[src/rtl/wb_arbiter.sv]
// wb_arbiter: merges pipeline writebacks and buffered long-latency results into one
// register-file write port, with a destination scoreboard for decode-stage hazard stalls.
module wb_arbiter #(
    parameter int DEPTH = 2
) (
    input  logic        clk,
    input  logic        rst,
    input  logic        a_valid,
    input  logic [4:0]  a_addr,
    input  logic [31:0] a_data,
    input  logic        iss_valid,
    input  logic [4:0]  iss_addr,
    input  logic        b_valid,
    output logic        b_ready,
    input  logic [4:0]  b_addr,
    input  logic [31:0] b_data,
    output logic        wen,
    output logic [4:0]  waddr,
    output logic [31:0] wdata,
    output logic [31:0] busy,
    output logic        sb_err
);
    localparam int AW = $clog2(DEPTH);
    localparam logic [AW:0] FULL = (AW+1)'(DEPTH);

    logic [AW:0]   count_q, count_d;
    logic [AW-1:0] wp_q, wp_d, rp_q, rp_d;
    logic [4:0]    addr_mem_q [DEPTH];
    logic [31:0]   data_mem_q [DEPTH];
    logic          wen_q, wen_d, err_q, err_d;
    logic [4:0]    waddr_q, waddr_d;
    logic [31:0]   wdata_q, wdata_d, busy_q, busy_d;
    logic          live_a, push, pop, head_wr;
    logic [4:0]    head_addr;
    logic [31:0]   head_data, set_mask, clr_mask;

    always_comb begin
        live_a    = a_valid && a_addr != 5'd0;
        push      = b_valid && count_q < FULL;
        pop       = !live_a && count_q != '0;
        head_addr = addr_mem_q[rp_q];
        head_data = data_mem_q[rp_q];
        head_wr   = pop && head_addr != 5'd0;
        count_d   = count_q + (AW+1)'(push) - (AW+1)'(pop);
        wp_d      = wp_q + AW'(push);
        rp_d      = rp_q + AW'(pop);
        wen_d     = live_a || head_wr;
        waddr_d   = live_a ? a_addr : head_wr ? head_addr : waddr_q;
        wdata_d   = live_a ? a_data : head_wr ? head_data : wdata_q;
        // OR-ing the set mask last lets a same-cycle reissue win over the clear
        set_mask  = (iss_valid && iss_addr != 5'd0) ? 32'(1) << iss_addr : '0;
        clr_mask  = head_wr ? 32'(1) << head_addr : '0;
        busy_d    = (busy_q & ~clr_mask) | set_mask;
        err_d     = err_q
                  | (iss_valid && iss_addr != 5'd0 && busy_q[iss_addr])
                  | (head_wr && !busy_q[head_addr])
                  | (live_a && busy_q[a_addr]);
    end

    always_ff @(posedge clk) begin
        if (rst) begin
            count_q <= '0;
            wp_q    <= '0;
            rp_q    <= '0;
            wen_q   <= 1'b0;
            waddr_q <= '0;
            wdata_q <= '0;
            busy_q  <= '0;
            err_q   <= 1'b0;
        end else begin
            count_q <= count_d;
            wp_q    <= wp_d;
            rp_q    <= rp_d;
            wen_q   <= wen_d;
            waddr_q <= waddr_d;
            wdata_q <= wdata_d;
            busy_q  <= busy_d;
            err_q   <= err_d;
        end
    end

    always_ff @(posedge clk) begin
        if (push) begin
            addr_mem_q[wp_q] <= b_addr;
            data_mem_q[wp_q] <= b_data;
        end
    end

    assign b_ready = count_q < FULL;
    assign wen     = wen_q;
    assign waddr   = waddr_q;
    assign wdata   = wdata_q;
    assign busy    = busy_q;
    assign sb_err  = err_q;
endmodule

[config.mk]
export PLATFORM = sky130hd
export DESIGN_NAME = wb_arbiter
export DESIGN_NICKNAME = d
export VERILOG_FILES = /design/src/rtl/wb_arbiter.sv
export SDC_FILE = /design/constraint.sdc
export NUM_CORES = 1
export LEC_CHECK = 0
export ABC_AREA = 1
export CAP_MARGIN = 15
export CORE_ASPECT_RATIO = 1.5
export CORE_MARGIN = 2
export CORE_UTILIZATION = 53
export CTS_BUF_LIST = sky130_fd_sc_hd__clkbuf_8
export CTS_CLUSTER_DIAMETER = 30
export DETAILED_ROUTE_END_ITERATION = 12
export HOLD_SLACK_MARGIN = 0.02
export MAX_ROUTING_LAYER = met4
export PLACE_DENSITY = 0.87
export SYNTH_ARGS = -nofsm -noshare
export SYNTH_HDL_FRONTEND = slang
export SYNTH_SLANG_ARGS = --single-unit
[constraint.sdc]
create_clock -name clk -period 3.2 [get_ports clk]
set_input_delay 0.64 -clock clk [delete_from_list [all_inputs] [get_ports clk]]
set_output_delay 0.64 -clock clk [all_outputs]
set_load 0.05 [all_outputs]
==> After elaboration in Yosys (flattened, before gate mapping) <==
Memory sizes are Yosys's and may differ from the RTL's. A register that Yosys moved wholly into a read port is not among the register bits.
Index checks and enable logic that the tools add are counted.
W data, S select, Z words.
{ "op_classes": {"add_sub_neg": 4, "n_mul": 0, "n_div": 0, "n_lt_le_gt_ge": 4, "eq_ne": 0, "shift": 2, "muxes": 16, "bitwise": 6, "n_reduce_logical": 16} }
{ "ops": {"columns": ["cell", "count"], "rows": [
  ["$mux W32", 4],
  ["$shl A1 B5 Y32 const A", 2],
  ["$and A32 B32 Y32", 1],
  ["$not A32 Y32", 1],
  ["$or A32 B32 Y32", 1],
  ["$lt A5 B6 Y1 const B", 3],
  ["$bmux W1 S5", 3],
  ["$reduce_bool A5 Y1", 3],
  ["$mux W5", 2],
  ["$logic_and A1 B1 Y1", 8],
  ["$mux W1", 7],
  ["$reduce_bool A2 Y1", 2],
  ["$or A1 B1 Y1", 3],
  ["$add A1 B1 Y1", 2],
  ["$add A2 B1 Y2", 1],
  ["$logic_not A1 Y1", 2],
  ["$lt A2 B2 Y1 const B", 1],
  ["$sub A2 B1 Y2", 1],
  ["$logic_or A1 B1 Y1", 1]
]} }
{ "word_totals": {"regBits": 75, "latch_bits": 0, "mem_bits_rw": 74, "romBits": 0, "inputBits": 84, "output_inout_bits": 72, "word_cells": 58, "memories": 2} }
{ "mem_list": {"columns": ["name", "depth", "word_bits", "rd", "rd_clocked_by_memory_dff", "write_ports", "line_no", "text"], "rows": [
  ["data_mem_q", 2, 32, 1, 1, 1, "29", "logic [31:0] data_mem_q [DEPTH];"],
  ["addr_mem_q", 2, 5, 1, 1, 1, "28", "logic [4:0] addr_mem_q [DEPTH];"]
]} }

==> Depth between registers and ports, before layout <==
{ "logic_depth": {"depth_word": 9, "depth_mapped": 14, "mapped_depth_nobuf": 12} }

==> Worst setup path before layout <==
No wires, ideal clock.
{ "synth_path": {"path_kind": "input -> register", "from": "input a_addr[1]", "to": "register count_q[1]", "setup_time_ps": 129, "arrival_ps": 2313, "t_required_ps": 3071, "slack_ps": 759, "cell_stages": 13, "path_buffers": 2, "cell_sequence": "buf_2 -> nor2_1 -> nand3_1 -> nand2_1 -> inv_2 -> nor2_4 -> buf_2 -> ha_1 -> inv_1 -> ha_1 -> xor2_1 -> nand2_1 -> nor3b_1"} }
{ "synth_between": {"elab_chain_len": 5} }
{ "synth_rtl": {"columns": ["item", "line_no", "text"], "rows": [
  ["start, declared", "9", "input logic [4:0] a_addr,"],
  ["$reduce_bool A5 Y1", "38", "live_a = a_valid && a_addr != 5'd0;"],
  ["$logic_and A1 B1 Y1", "38", null],
  ["$logic_not A1 Y1", "40", "pop = !live_a && count_q != '0;"],
  ["$logic_and A1 B1 Y1", "40", null],
  ["$sub A2 B1 Y2", "44", "count_d = count_q + (AW+1)'(push) - (AW+1)'(pop);"],
  ["end signal, assigned", "71", "count_q <= count_d;"],
  ["end, declared", "26", "logic [AW:0] count_q, count_d;"]
]} }
Every way passes these cells.
A chain may end at the register's enable or synchronous reset.

==> impl_results.md <==
* Final min period at ~2.8 ns
* H-tree levels at 4
* Top cell type's share of synthesized area at approximately 31%
* RSZ-0062 raised after global routing: false
* DR vias at slightly below 7000
* Routed WL at 21.28 mm
* Rel. slew slack at 32.00%
* CP Launch Type: register
* FF+latch count, synth at approximately 150
* Hold buffers post-CTS at 0
* Post-synth cell types at 34
* Initial core utilization at between 50% and 60%
* Post-synth EDFFs at 74
* Antenna Violating Nets Remaining at 0
* Simple-gate portion of the synthesized area at between 20% and 30%
* First-pass GRT wire length at 33.86 mm
* Num rows at just over 50
* Final hold vios at 0
* Power, Total at roughly 0.0061 W
* Post-CTS setup buffers at 0
* Mux cell area share after synthesis at 0%
* Root Buffer: clkbuf_8
* Min-Delay Path Class: register to register
* I/O Pins at roughly 160
* Max-Cap Viols at 0
* R2R depth at 11
* Ys Warns at 0
* CP endpoint kind: register
* Crit Path Class: register to register
* Die H at roughly 150 um
* Ys async rst share at 0%
* Die area at 14360 um^2
* Largest area contributor in the netlist: edfxtp_1
* Nets@finish at between 1000 and 1500
* Area of the multi-input gates at around 3000 um^2
* Via density at approximately 5.7
* Clk_lat worst skew at 0.45 ns
* Fmax at 362.5 MHz
* Drt initial violations at roughly 380
* Primary FF master, synth: dfxtp_1
* Pre-CTS setup slack at 0.3720 ns
* Max Root-Sink Buffers at 2
* CP Max Fanout at about 50
* Status: completed
* Combinational family with the most area after synthesis: simple AND/OR/NAND/NOR gates
* Static Leak at 3.653 nW
* CTS tree: yes
* CTS sink count at about 150
* Ratio of cells with drive above 1 in the final layout at approximately 6.5%
* Core box area at between 10000 and 15000 um^2
* Register area share after synthesis at 52.43%
* Setup ws final at about 0.44 ns
* Worst vdd ir at around 0.46 mV
* Worst Path Required at roughly 3.6 ns
* Port Buffers at ~160
* Skew final at 0.009378 ns
* Routability-driven placement congestion ratio at between 1 and 1.5
* Xor and xnor area share after synthesis at 0.1233%
* Worst-margin pin slew at ~1.0 ns
* Post_cts resized at 0
* Syn nets at 982
* Final Max Tran Viols at 0
* Post-detail-place hpwl at ~15 mm
* Tcrit/Tclk final at a little under nine tenths
* Worst hold stages at 2
* Commonest cells in the synthesized netlist: 346 x nand2_1, 85 x nand3_1, 75 x dfxtp_1, 74 x edfxtp_1
* WL per Instance at 17.60 um
* Total track usage at between 30% and 40%
* P per Cell Area at ~670 nW/um^2
* Cell Area, Synth at a little over 7000 um^2
* Post-synthesis adder-cell area fraction at 0.7047%
* Ant diodes at 0
* P&R area growth vs syn at 29.83%
* DRT Pass-1 Iters at 8
* Clk pin slew, worst setup/hold paths at around 0.080 ns
* Synthesized instance count at a little under 900
* TritonCTS Buffers at 17
* Largest net degree at the start of global routing at 56
* Fillers at about 1100
* Die X-Extent at ~99 um
* TNS Setup at 0 ns
* Most frequent cell after synthesis: nand2_1
* Initial antenna violation count at 0
* DRC viols at 0
* Final setup fails at 0
* Vias in the first global route at between 6000 and 7000
* Grt total ovfl at 0
* Sequential cell area at approximately 3700 um^2
* Avg Cell Area, Syn at approximately 7.9 um^2
* WP data arrival at ~3.1 ns
* Synth area leaders: edfxtp_1 31%, dfxtp_1 21%, nand2_1 18%, nand3_1 6.0%, o21bai_1 3.5%
* Synth Area in Compound Gates at roughly an eighth
## report_power, final
part	internal, W	total (W)	switching [W]
sequential	0.00234	0.00247	0.000134
combinational	0.000647	0.00211	0.00146
clock	0.000794	0.00157	0.000771
total	0.00378	0.00615	0.00237
## through the flow
step / instances / util, % / hold WS (ns) / cell area, um^2
CTS: 1209 / 70.83 / 0.4717 / 9220
floorplan: 894 / - / 0.4995 / 7102
finish: 1209 / 70.83 / 0.4706 / 9220
detailed placement: 1177 / 67.54 / 0.4595 / 8792
global placement: 1177 / 67.54 / 0.4560 / 8792
global route: 1209 / 70.83 / 0.5006 / 9220
## critical path: stages, from the launching register on
cell	delay [ns]
dfxtp_1	0.52
buf_4	0.42
nand2_1	0.10
nand2_1	0.09
buf_4	0.20
inv_1	0.26
nand3_2	0.22
o21ai_2	0.08
nand2_2	0.06
buf_4	0.42
nand2_1	0.11
a21oi_1	0.16
## cells by family after synthesis
logic type,count (synthesis)
AND/OR/NAND/NOR,493
AO/OA/AOI/OAI,149
flip-flops,149
buffers and inverters,98
adder cells (fa/ha/maj),4
XOR/XNOR,1
## routing by layer
layer	part of all wire, %	vias up	track usage (%)	wire length, um
met1	35	3155	32.87	7526
met4	4.7	0	15.96	995
li1	-	3276	-	-
met5	0	-	-	0
met2	53	344	53.30	11200
met3	7.3	77	5.379	1557
## path summary, 6_finish.rpt
| check | startpoint | end | slack [ns] |
|---|---|---|---|
| worst min register to register | waddr[1]$_SDFFE_PP0P_ | waddr[1]$_SDFFE_PP0P_ | 0.47 |
| worst max-delay path | rp_q$_SDFF_PP0_ | waddr[1]$_SDFFE_PP0P_ | 0.44 |
| worst min-delay path | waddr[1]$_SDFFE_PP0P_ | waddr[1]$_SDFFE_PP0P_ | 0.47 |
| worst max register to register | rp_q$_SDFF_PP0_ | waddr[1]$_SDFFE_PP0P_ | 0.44 |
## cells in the final DEF, fill, tap and decap left out, types with 2 or more instances in the layout
cell	instances
inv_1	37
nand2_1	346
a31oi_1	33
o21ai_1	3
nor2_1	38
inv_2	3
ha_2	2
edfxtp_1	74
nand2_2	3
bufinv_16	3
o21ai_0	37
inv_8	3
o211ai_1	3
o21bai_1	33
clkinvlp_4	3
nand3_1	85
dfxtp_1	75
clkbuf_8	17
inv_6	4
nor3_1	4
nand4_1	10
clkdlybuf4s50_1	154
a21oi_1	38
ha_1	2
clkinv_1	5
buf_4	21
## area by class of cell
cell class	count	share of cell area (%)
multi-input cells	647	32.27
clock inverters	15	2.103
inverters	45	1.846
well taps	159	2.158
repair buffers	177	18.70
flip-flops and latches	149	40.39
clock buffers	17	2.538
## sequential cells by signal, summed over array words and instances (netlist names)
name / count
data_mem_q: 64
busy: 32
wdata: 32
addr_mem_q: 10
waddr: 5
count_q: 2
rp_q: 1
sb_err: 1
wen: 1
wp_q: 1
(Power assumes the default switching activity.)
